$ cat src/rtl/tdm_pkg.sv
// Shared TDM link definitions: state encoding, default frame geometry and slot width.
// Used by both the receive-side demux and the transmit-side mux sequencer.
package tdm_pkg;

    typedef enum logic {
        HUNT   = 1'b0,
        LOCKED = 1'b1
    } tdm_state_e;

    localparam int TDM_N_CH   = 4;
    localparam int TDM_WIDTH  = 1;
    localparam int TDM_SLOT_W = $clog2(TDM_N_CH);

endpackage

$ cat src/rtl/tdm_slot_counter.sv
// Modulo-N_CH slot counter. clr has priority over load1 (realign to slot 1), which has priority over inc.
module tdm_slot_counter
    import tdm_pkg::*;
#(
    parameter int N_CH = TDM_N_CH,
    parameter int SW   = $clog2(N_CH)
) (
    input  logic          clk,
    input  logic          rst_n,
    input  logic          clr,
    input  logic          inc,
    input  logic          load1,
    output logic [SW-1:0] cnt
);

    logic [SW-1:0] cnt_q;
    logic [SW-1:0] cnt_d;

    // N_CH is a power of two, so the natural wrap of the SW-bit adder is the modulo.
    always_comb begin
        cnt_d = cnt_q;
        if (clr) begin
            cnt_d = '0;
        end else if (load1) begin
            cnt_d = SW'(1);
        end else if (inc) begin
            cnt_d = cnt_q + SW'(1);
        end
    end

    always_ff @(posedge clk) begin
        if (!rst_n) begin
            cnt_q <= '0;
        end else begin
            cnt_q <= cnt_d;
        end
    end

    assign cnt = cnt_q;

endmodule

$ cat src/rtl/demux_tdm.sv
// TDM receive demultiplexer: aligns on frame_sync, gathers N_CH samples, emits a parallel frame.
// Define DEMUX_TDM_SYNC_CHECK_EN to realign and flag sync_err on frame_sync at a non-zero slot.
module demux_tdm
    import tdm_pkg::*;
#(
    parameter int WIDTH = TDM_WIDTH,
    parameter int N_CH  = TDM_N_CH
) (
    input  logic                    clk,
    input  logic                    rst_n,
    input  logic [WIDTH-1:0]        din,
    input  logic                    din_valid,
    input  logic                    frame_sync,
    output logic [N_CH*WIDTH-1:0]   dout,
    output logic                    dout_valid,
    output logic [$clog2(N_CH)-1:0] slot,
    output logic                    locked,
    output logic                    sync_err
);

    localparam int SW = $clog2(N_CH);

    tdm_state_e                       state_q, state_d;
    logic [N_CH-1:0][WIDTH-1:0]       shadow_q, shadow_d;
    logic [N_CH*WIDTH-1:0]            dout_q, dout_d;
    logic                             dout_valid_q, dout_valid_d;
    logic                             sync_err_q, sync_err_d;
    logic [SW-1:0]                    slot_q;

    logic hunt_start;
    logic sync_mis;
    logic cnt_clr;
    logic cnt_inc;
    logic cnt_load1;

    assign hunt_start = (state_q == HUNT) && din_valid && frame_sync;

`ifdef DEMUX_TDM_SYNC_CHECK_EN
    assign sync_mis = (state_q == LOCKED) && din_valid && frame_sync && (slot_q != '0);
`else
    assign sync_mis = 1'b0;
`endif

    assign cnt_clr   = (state_q == HUNT) && !hunt_start;
    assign cnt_load1 = hunt_start || sync_mis;
    assign cnt_inc   = (state_q == LOCKED) && din_valid;

    tdm_slot_counter #(
        .N_CH (N_CH),
        .SW   (SW)
    ) u_slot_counter (
        .clk   (clk),
        .rst_n (rst_n),
        .clr   (cnt_clr),
        .inc   (cnt_inc),
        .load1 (cnt_load1),
        .cnt   (slot_q)
    );

    always_comb begin
        state_d      = state_q;
        shadow_d     = shadow_q;
        dout_d       = dout_q;
        dout_valid_d = 1'b0;
        sync_err_d   = 1'b0;
        if (hunt_start) begin
            shadow_d    = '0;
            shadow_d[0] = din;
            state_d     = LOCKED;
        end else if (sync_mis) begin
            // Realign: the partial frame is thrown away and the sync sample restarts slot 0.
            shadow_d    = '0;
            shadow_d[0] = din;
            sync_err_d  = 1'b1;
        end else if ((state_q == LOCKED) && din_valid) begin
            shadow_d[slot_q] = din;
            if (slot_q == SW'(N_CH - 1)) begin
                dout_d       = {din, shadow_q[N_CH-2:0]};
                dout_valid_d = 1'b1;
            end
        end
    end

    always_ff @(posedge clk) begin
        if (!rst_n) begin
            state_q      <= HUNT;
            shadow_q     <= '0;
            dout_q       <= '0;
            dout_valid_q <= 1'b0;
            sync_err_q   <= 1'b0;
        end else begin
            state_q      <= state_d;
            shadow_q     <= shadow_d;
            dout_q       <= dout_d;
            dout_valid_q <= dout_valid_d;
            sync_err_q   <= sync_err_d;
        end
    end

    assign dout       = dout_q;
    assign dout_valid = dout_valid_q;
    assign slot       = slot_q;
    assign locked     = (state_q == LOCKED);
    assign sync_err   = sync_err_q;

endmodule

$ cat config.mk
export PLATFORM = sky130hd
export DESIGN_NAME = demux_tdm
export DESIGN_NICKNAME = d
export VERILOG_FILES = /design/src/rtl/tdm_pkg.sv /design/src/rtl/tdm_slot_counter.sv /design/src/rtl/demux_tdm.sv
export SDC_FILE = /design/constraint.sdc
export NUM_CORES = 1
export LEC_CHECK = 0
export ABC_AREA = 1
export ABC_CLOCK_PERIOD_IN_PS = 3200
export CORE_AREA = 2 2 39 41
export DETAILED_ROUTE_END_ITERATION = 8
export DIE_AREA = 0 0 41 43
export MAX_ROUTING_LAYER = met4
export PLACE_DENSITY = 0.71
export SYNTH_ARGS = -nofsm -noshare
export SYNTH_HDL_FRONTEND = slang
export SYNTH_SLANG_ARGS = --single-unit
$ cat constraint.sdc
create_clock -name clk -period 3.2 [get_ports clk]
set_clock_uncertainty 0.1 [all_clocks]
set_input_delay 0.96 -clock clk [delete_from_list [all_inputs] [get_ports clk]]
set_output_delay 0.96 -clock clk [all_outputs]
set_load 0.03 [all_outputs]
==> run metrics <==
Starting Density about 36%; placed wire-length estimate 754 um; # fillers ~150; critical path type flip-flop to output port; CTS root buf clkbuf_4; internal cell power slightly below 0.2 mW; largest net degree at the start of global routing 9; Synth cell types 15; Synth Warn # 0; Logic pwr share approximately a tenth; final setup margin 0.699 ns; slowest stage cell, crit path clkdlybuf4s50_1; WHS 0.377 ns; Crit path arrival time 1.44 ns; cts hold-fix bufs 0; sw power 0.0647 mW; share of cells above drive strength 1 9.88%; min Tclk post-route around 2.5 ns; placed cell areas 631 sq um; synthesized net count between 70 and 80; RePlAce Congestion 0.857; CTS Buffer Depth 2; most frequent cells in the layout nand2_1, nor2_1, clkdlybuf4s50_1, dfxtp_1, inv_1; register area share after synthesis 44.2%; DRT antenna net count 0; final slew viol count 0; Clk Latency, worst-skew pair roughly 0.27 ns; grt ovf 0; antenna diode count 0; fmax about 0.40 GHz; routed wire length 989 um; Mapped Avg Cell Area around 7.5 sq um; largest stage delay on the critical path ~0.72 ns; Pre-Repair DR Iteration Count 4; mapped cell area about 500 sq um; post-CTS sizing 0; Die X 41 um; fin crit share between 70% and 80%; initial antenna violation count 0; # Post-CTS Setup Buffers 0; status finished, final reports clean; Pwr Density around 400 nW/um^2; CTS Buf Count 3; Die Area between 1500 and 2000 sq um; layout overhead on the synthesized area 31.9%; DRC 0; Worst path top cell family by delay buffers and inverters; vias in the first global route between 300 and 400; Ports 14; H-tree levels 1; Finish-stage setup viols 0; Crit Path Max Fanout 7; VDD IR max between 0.15 and 0.2 mV; DRT iter0 DRCs 6; Hold Crit Class flip-flop to flip-flop; final hold vios 0; Critical Path Sink Type output port; Setup WS pre-CTS around 1.0 ns; Static Leakage roughly 0.28 nW; Setup TNS 0 ns; switching share of power between 20% and 30%; crit path launch type flip-flop; Via density roughly 4.5; sequential power share between 50% and 60%; PortBufs 12; vias 441; FP Rows 14; first-pass GRT wire length between 1.5 and 2 mm; Sink Count 11; total core area 1380 sq um; required time worst endpoint roughly 2.1 ns; fin util about 47%; drt wl/cell just over 10 um; Reg clk slew, reported paths roughly 0.07 ns; max_cap viols 0; Overall Global Routing Usage approximately 15%; CP cell instances clkdlybuf4s50_1; RSZ-0062 raised after global routing no; total power about 0.26 mW; final layout net count slightly above 90; placed cells 93; CTS tree done; Cell Count, Final, Fillers Out a little under 100; clock power share a little over a third; flops & latches, synth 11; die span in y ~43 um; WP buf/inv 1; cell count after synthesis 66; finished layout cell area approximately 660 sq um
==> flip-flops by register name (all words and copies together), names as in the netlist <==
register / flops
u_slot_counter.cnt: 2
dout_valid: 1
dout: 4
shadow_q: 3
locked: 1
==> cell type report <==
cell class                      instances  area (sq um)  area share [%]
Multi-Input combinational cell         45           235            35.8
Sequential cell                        11           220            33.5
Timing Repair Buffer                   12           120            18.3
Inverter                                9          35.0            5.33
Clock buffer                            4          26.3            4.00
Tap cell                               16          20.0            3.05
==> synthesized netlist by cell type <==
master | instances | share of area (%)
buf_4 | 1 | 1.5
inv_2 | 1 | 0.75
nand2_2 | 1 | 1.3
inv_1 | 7 | 5.3
a21oi_1 | 4 | 4.0
o21ai_0 | 5 | 5.0
conb_1 | 1 | 0.75
a21oi_2 | 1 | 1.8
nand2_1 | 12 | 9.0
nor2_4 | 1 | 2.3
dfxtp_1 | 11 | 44
clkinv_2 | 1 | 1.0
nor2_1 | 12 | 9.0
nand3_1 | 4 | 4.0
ha_1 | 4 | 10
==> layer usage <==
metal	part of all wire [%]	track usage [%]
met5	0	-
met4	3.0	12.0
met3	4.9	3.14
met2	47	19.4
met1	45	19.0
==> path summary, 6_finish.rpt <==
path                                                    startpoint                  endpoint  slack [ns]  cells after the start
worst min-delay path                      shadow_q[2]$_SDFFE_PP0P_  shadow_q[2]$_SDFFE_PP0P_        0.38                      2
worst max register to register  u_slot_counter.cnt[0]$_SDFFE_PP0P_  shadow_q[0]$_SDFFE_PN0P_        1.99                      6
worst max-delay path                           locked$_SDFFE_PN0P_                    locked        0.70                      1
worst min register to register            shadow_q[2]$_SDFFE_PP0P_  shadow_q[2]$_SDFFE_PP0P_        0.38                      2
==> power groups by stage <==
| stage | sequential [mW] | clock, mW | combinational, mW |
|---|---|---|---|
| after floorplan | 0.148 | 0 | 0.0130 |
| after detailed placement | 0.146 | 0 | 0.0268 |
| after global placement | 0.146 | 0 | 0.0266 |
| after CTS | 0.143 | 0.0966 | 0.0270 |
| after global routing | 0.143 | 0.106 | 0.0293 |
| final | 0.143 | 0.0938 | 0.0268 |
==> cells by family (layout without fill, tap and decap cells) <==
kind of cell               Yosys count  in the layout  share of synthesized area [%]
other                                1              1                          0.753
AOI/OAI and AO/OA                   10             10                           10.8
adders and majority gates            4              4                           10.1
DFF                                 11             11                           44.2
buffers and inverters               10             25                           8.54
and+or+nand+nor                     30             30                           25.6
Note: power is estimated with default switching activity, not from simulation.
